$ cat config.mk
export PLATFORM = sky130hd
export DESIGN_NAME = count_decoder
export DESIGN_NICKNAME = d
export VERILOG_FILES = /design/src/rtl/count_decoder_pkg.sv /design/src/rtl/sat_counter.sv /design/src/rtl/count_decoder.sv
export SDC_FILE = /design/constraint.sdc
export NUM_CORES = 1
export LEC_CHECK = 0
export BUFFER_PORTS_ARGS = -buffer_cell sky130_fd_sc_hd__buf_2
export CORE_UTILIZATION = 25
export CTS_BUF_LIST = sky130_fd_sc_hd__clkbuf_4 sky130_fd_sc_hd__clkbuf_8 sky130_fd_sc_hd__clkbuf_16
export CTS_CLUSTER_SIZE = 25
export DETAILED_ROUTE_END_ITERATION = 7
export PLACE_DENSITY_LB_ADDON = 0.3
export SYNTH_ARGS = -nofsm -noshare
export SYNTH_HDL_FRONTEND = slang
export SYNTH_SLANG_ARGS = --single-unit
$ cat constraint.sdc
create_clock -name clk -period 2.1 [get_ports clk]
set_input_delay 0.21 -clock clk [delete_from_list [all_inputs] [get_ports clk]]
set_output_delay 0.21 -clock clk [all_outputs]
set_load 0.02 [all_outputs]
$ cat src/rtl/count_decoder_pkg.sv
// Shared types and constants for the counter-observation decoder.
// Optional statistics outputs are enabled with the macro COUNT_DECODER_STATS_EN.
package count_decoder_pkg;

    localparam int DEFAULT_WIDTH = 4;
    localparam int DEFAULT_RUN_W = 8;
    localparam int STAT_W        = 8;

    // Decoded relationship between two consecutive counter observations.
    typedef enum logic [2:0] {
        OP_NONE = 3'd0,
        OP_HOLD = 3'd1,
        OP_UP   = 3'd2,
        OP_DOWN = 3'd3,
        OP_LOAD = 3'd4
    } op_e;

    // Direction tracker: S_INIT means no previous observation exists yet.
    typedef enum logic [1:0] {
        S_INIT  = 2'd0,
        S_NODIR = 2'd1,
        S_UP    = 2'd2,
        S_DOWN  = 2'd3
    } state_e;

endpackage

$ cat src/rtl/sat_counter.sv
// Saturating up-counter with synchronous clear.
// clr has priority; clr together with inc restarts the count at 1.
module sat_counter #(
    parameter int WIDTH = 8
) (
    input  logic             clk,
    input  logic             rst_n,
    input  logic             inc,
    input  logic             clr,
    output logic [WIDTH-1:0] value
);

    localparam logic [WIDTH-1:0] MAX_VAL = '1;
    localparam logic [WIDTH-1:0] ONE     = {{(WIDTH-1){1'b0}}, 1'b1};

    // Count register: restart on clr, otherwise step until the ceiling.
    // NOTE: sequential state uses non-blocking assignments so every flop samples pre-edge values.
    always_ff @(posedge clk or negedge rst_n) begin
        if (!rst_n) begin
            value <= '0;
        end else if (clr) begin
            value <= inc ? ONE : '0;
        end else if (inc && (value != MAX_VAL)) begin
            value <= value + ONE;
        end
    end

endmodule

$ cat src/rtl/count_decoder.sv
// Observes a counter's value and flags, decodes the step taken between
// consecutive samples, tracks direction, and reports wraps, reversals and
// flag inconsistencies one cycle after each sample.
// Define COUNT_DECODER_STATS_EN to add saturating event counters.
module count_decoder
    import count_decoder_pkg::*;
#(
    parameter int WIDTH = DEFAULT_WIDTH,
    parameter int RUN_W = DEFAULT_RUN_W
) (
    input  logic             clk,
    input  logic             rst_n,
    input  logic             sample_en,
    input  logic [WIDTH-1:0] cnt_in,
    input  logic             max_in,
    input  logic             zero_in,
    output logic             op_valid,
    output op_e              op,
    output logic             wrap_up,
    output logic             wrap_dn,
    output logic             dir_change,
    output logic             flag_err,
    output logic [RUN_W-1:0] run_len
`ifdef COUNT_DECODER_STATS_EN
    ,
    output logic [STAT_W-1:0] wrap_up_cnt,
    output logic [STAT_W-1:0] wrap_dn_cnt,
    output logic [STAT_W-1:0] err_cnt
`endif
);

    localparam logic [WIDTH-1:0] ALL_ONES = '1;
    localparam logic [WIDTH-1:0] ONE      = {{(WIDTH-1){1'b0}}, 1'b1};

    state_e           state_q;
    state_e           state_d;
    logic [WIDTH-1:0] prev_q;
    logic [WIDTH-1:0] prev_plus;
    logic [WIDTH-1:0] prev_minus;

    op_e  op_d;
    logic wrap_up_d;
    logic wrap_dn_d;
    logic dir_change_d;
    logic flag_err_d;
    logic run_inc;
    logic run_clr;

    // Neighbours of the previous value, wrapping modulo 2^WIDTH.
    assign prev_plus  = prev_q + ONE;
    assign prev_minus = prev_q - ONE;

    // Decode the sample, pick the next direction state and the run-length action.
    // NOTE: every output of this block gets a default first, so no path can infer a latch.
    always_comb begin
        op_d         = OP_NONE;
        state_d      = state_q;
        wrap_up_d    = 1'b0;
        wrap_dn_d    = 1'b0;
        dir_change_d = 1'b0;
        flag_err_d   = 1'b0;
        run_inc      = 1'b0;
        run_clr      = 1'b0;

        if (sample_en) begin
            flag_err_d = (max_in != (cnt_in == ALL_ONES)) ||
                         (zero_in != (cnt_in == '0));

            if (state_q == S_INIT) begin
                op_d = OP_LOAD;
            end else if (cnt_in == prev_q) begin
                op_d = OP_HOLD;
            end else if (cnt_in == prev_plus) begin
                op_d = OP_UP;
            end else if (cnt_in == prev_minus) begin
                op_d = OP_DOWN;
            end else begin
                op_d = OP_LOAD;
            end

            unique case (op_d)
                OP_UP: begin
                    wrap_up_d    = (prev_q == ALL_ONES);
                    dir_change_d = (state_q == S_DOWN);
                    run_inc      = 1'b1;
                    run_clr      = (state_q != S_UP);
                    state_d      = S_UP;
                end
                OP_DOWN: begin
                    wrap_dn_d    = (prev_q == '0);
                    dir_change_d = (state_q == S_UP);
                    run_inc      = 1'b1;
                    run_clr      = (state_q != S_DOWN);
                    state_d      = S_DOWN;
                end
                OP_LOAD: begin
                    run_clr = 1'b1;
                    state_d = S_NODIR;
                end
                default: begin
                    // OP_HOLD: direction and run length are kept, so a later
                    // opposite step still counts as a reversal.
                end
            endcase
        end
    end

    // Direction state register.
    // NOTE: reset clears control state only; there are no memories here that would need it skipped.
    always_ff @(posedge clk or negedge rst_n) begin
        if (!rst_n) begin
            state_q <= S_INIT;
        end else begin
            state_q <= state_d;
        end
    end

    // Previous observation, refreshed on every accepted sample.
    always_ff @(posedge clk or negedge rst_n) begin
        if (!rst_n) begin
            prev_q <= '0;
        end else if (sample_en) begin
            prev_q <= cnt_in;
        end
    end

    // Registered decode outputs; pulses and op_valid drop when no sample is present.
    always_ff @(posedge clk or negedge rst_n) begin
        if (!rst_n) begin
            op_valid   <= 1'b0;
            op         <= OP_NONE;
            wrap_up    <= 1'b0;
            wrap_dn    <= 1'b0;
            dir_change <= 1'b0;
            flag_err   <= 1'b0;
        end else begin
            op_valid   <= sample_en;
            op         <= op_d;
            wrap_up    <= wrap_up_d;
            wrap_dn    <= wrap_dn_d;
            dir_change <= dir_change_d;
            flag_err   <= flag_err_d;
        end
    end

    sat_counter #(
        .WIDTH (RUN_W)
    ) u_run_len (
        .clk   (clk),
        .rst_n (rst_n),
        .inc   (run_inc),
        .clr   (run_clr),
        .value (run_len)
    );

`ifdef COUNT_DECODER_STATS_EN
    sat_counter #(
        .WIDTH (STAT_W)
    ) u_wrap_up_cnt (
        .clk   (clk),
        .rst_n (rst_n),
        .inc   (wrap_up_d),
        .clr   (1'b0),
        .value (wrap_up_cnt)
    );

    sat_counter #(
        .WIDTH (STAT_W)
    ) u_wrap_dn_cnt (
        .clk   (clk),
        .rst_n (rst_n),
        .inc   (wrap_dn_d),
        .clr   (1'b0),
        .value (wrap_dn_cnt)
    );

    sat_counter #(
        .WIDTH (STAT_W)
    ) u_err_cnt (
        .clk   (clk),
        .rst_n (rst_n),
        .inc   (flag_err_d),
        .clr   (1'b0),
        .value (err_cnt)
    );
`endif

endmodule

==> impl_metrics.csv <==
group,metric,value,unit
run_status,outcome,"finished, final reports clean",
timing,rsz0062_at_grt,"true",
timing,max_slew_margin,66.4,%
placement,placed_area,1630,sq um
timing,finalSetupViolations,0,
worst_setup_path,start_kind,"register",
logic_synthesis,synthSimpleGateAreaFrac,18.7,%
worst_setup_path,critPathMaxStageDelay,0.44,ns
finish,final_common_cell,"buf_2",
logic_synthesis,yosysSeqAreaShare,38.3,%
logic_synthesis,syn_area,1440,sq um
clock_tree,path_clk_slew,0.08,ns
logic_synthesis,synth.distinct_cells,42,
detailed_routing,wl_per_cell,12.7,um
floorplanning,row_count,27,
clock_tree,clk_latency,0.26,ns
grt,overflow,0,
timing,tns,0,ns
timing,slew_viol_final,0,
clock_tree,cts_tree,"yes",
finish,n_antenna_cell,0,
logic_synthesis,syn_inst,145,
worst_setup_path,cp_top_family,"compound AO/OA/AOI/OAI gates",
detailed_routing,drc,0,
timing,fin_crit_sh,96.0,%
clock_tree,cts_root_buf,"clkbuf_8",
logic_synthesis,synth_top_family_by_area,"compound AO/OA/AOI/OAI gates",
finish,syn2layout_area_growth,22.8,%
finish,n_fill_cell,585,
hold_path,worstHoldPathType,"primary input to register",
worst_setup_path,endpoint_kind,"register",
placement,place_inst,238,
finish,nNetsFinal,191,
logic_synthesis,synth_edf_count,0,
detailed_routing,drtAntennaViolNets,0,
timing,min_period,2.02,ns
detailed_routing,drt_iter0_drc,32,
timing,max_slew.worst_pin.slew,0.504,ns
logic_synthesis,muxShareOfSynthArea,1.57,%
logic_synthesis,yosys_warnings,0,
floorplanning,die_x,77.9,um
finish,drive_above_1_share,36.9,%
placement,dp_hpwl,2280,um
power,leakagePower,0.000790,uW
worst_setup_path,critPathSlowestCell,"dfrtp_1",
floorplanning,num_io_pins,25,
run,maxCapViolCount,0,
floorplanning,core_area,5540,sq um
clock_tree,cts_sinks,22,
detailed_routing,wl,3150,um
logic_synthesis,async_reset_ff_share,100,%
worst_setup_path,worstPathRequired,2.28,ns
power,powerDensity,639,nW/um^2
floorplanning,initial_utilization,26.0,%
clock_tree,max-clock-path-buffers,2,
timing,finClkSkew,0.00292,ns
worst_setup_path,cp_max_fo,11,
floorplanning,dieArea,6060,sq um
timing,final-hold-violation-count,0,
logic_synthesis,synth_xor_area_share,12.8,%
grt,grt_pass1_wl,5290,um
detailed_routing,vias,1159,
logic_synthesis,synth_seq_cells,22,
grt,grt_max_degree,23,
worst_setup_path,path_buf_inv,2,
logic_synthesis,synth_fa_ha_area_share,3.48,%
placement,portBuffers,24,
clock_tree,htree_num_levels,1,
floorplanning,die_h,77.9,um
logic_synthesis,avgSynthCellArea,9.92,sq um
grt,grtUsageTotal,11.1,%
grt,grt_pass1_vias,1127,
worst_setup_path,worstSetupPathType,"register to register",
detailed_routing,drtPass1Iterations,4,
logic_synthesis,synth_nets,158,
clock_tree,numCtsBuffers,3,
finish,final_area,1770,sq um
finish,mostFrequentLayoutCells,"buf_2, dfrtp_1, inv_1, nand2_1, buf_4",
detailed_routing,vias_per_cell,4.67,
logic_synthesis,synth_ff_type,"dfrtp_1",
grt,antenna_found_initial,0,
power,irDropWorstVdd,0.000249,V
finish,fin_cells,248,
worst_setup_path,cp_cell_sequence,"inv_1, ha_1, xnor2_2, nand3_2, o22ai_2, buf_6, a31oi_1, a211oi_2",
placement,gp_congestion,0.785,
logic_synthesis,synth-compound-area-share,19.0,%
worst_setup_path,arrival,2.20,ns
timing,fmax,0.496,GHz
-- cells in the mapped netlist (all sizes together) (2+ instances only) --
| cell type | n | share of area [%] |
|---|---|---|
| nor3 | 6 | 2.1 |
| nor2 | 9 | 2.3 |
| clkbuf | 4 | 1.7 |
| o21ai | 5 | 1.7 |
| mux2 | 2 | 1.6 |
| nand3 | 9 | 3.1 |
| xnor3 | 2 | 3.7 |
| and3 | 4 | 1.7 |
| dfrtp | 22 | 38 |
| buf | 3 | 1.8 |
| nand2 | 11 | 2.9 |
| inv | 10 | 2.6 |
| nand4 | 7 | 3.0 |
| and2 | 2 | 1.0 |
| ha | 4 | 3.5 |
| a21oi | 7 | 2.4 |
| xor2 | 8 | 6.7 |
| o211ai | 2 | 1.7 |
| a31o | 6 | 3.7 |
| or3 | 2 | 0.87 |
| xnor2 | 4 | 2.4 |
| o22ai | 2 | 1.3 |
-- where the power goes --
group	internal (uW)	switching (uW)	total (uW)
combinational	167	209	376
clock	128	138	266
sequential	450	37.1	487
total	745	384	1130
-- state kept, by name, summed over array words and instances, names as in the netlist --
register         count
prev_q               4
wrap_up              1
u_run_len.value      8
op_valid             1
state_q              2
dir_change           1
wrap_dn              1
op                   3
flag_err             1
-- worst register-to-register path, cell delays in order, from the launching register on --
cell and delay (ns):
dfrtp_1 0.44, inv_1 0.11, ha_1 0.37, xnor2_2 0.18
nand3_2 0.13, o22ai_2 0.26, buf_6 0.18, a31oi_1 0.09
a211oi_2 0.19
-- area by class of cell --
class	instances	area [sq um]	area share, %
Inverter	10	37.5	2.12
Tap cell	72	90.1	5.10
Sequential cell	22	553	31.3
Timing Repair Buffer	35	209	11.8
Clock buffer	3	41.3	2.34
Multi-Input combinational cell	106	836	47.3
-- stage by stage --
step	hold slack (ns)	setup slack (ns)	utilization (%)	total power [uW]
6_report	0.211	0.0838	31.9	1130
5_1_grt	0.224	-0.0712	31.9	1210
4_1_cts	0.207	0.0515	30.3	1100
3_5_place_dp	0.220	0.0742	29.4	822
3_3_place_gp	0.221	0.0677	29.4	822
2_1_floorplan	-0.0856	0.236	-	746
-- cell families after synthesis --
| group | Yosys count |
|---|---|
| buffers and inverters | 17 |
| adder cells (fa/ha/maj) | 4 |
| multiplexers | 2 |
| flip-flops | 22 |
| AO/OA/AOI/OAI | 33 |
| AND/OR/NAND/NOR | 53 |
| XOR/XNOR | 14 |
-- path summary, 6_finish.rpt --
check	startpoint	to	slack, ns	cells past startpoint
setup / recovery	prev_q[0]	u_run_len.value[6]	0.08	8
hold / removal	zero_in	flag_err	0.21	2
setup reg to reg	prev_q[0]	u_run_len.value[6]	0.08	8
hold reg to reg	u_run_len.value[4]	u_run_len.value[4]	0.59	3
max in group asynchronous	rst_n	prev_q[3]	1.29	2
min in group asynchronous	rst_n	flag_err	0.44	2
-- what timing repair did --
| item | CTS | global route |
|---|---|---|
| setup buffers | 0 | 6 |
| endpoints found under the setup margin | 0 | 9 |
| hold endpoints to repair | 22 | 0 |
| hold buffers | 1 | 0 |
| resized for setup | 0 | 10 |
-- routing by layer --
layer  track usage, %  up-vias  share of wire, %
met2             17.9       12                48
met1             14.4      556                48
met3             1.29        4               1.8
met4             6.23        0               2.1
li1                 -      587                 -
met5                0        -                 0
Note: power is estimated with default switching activity, not from simulation.
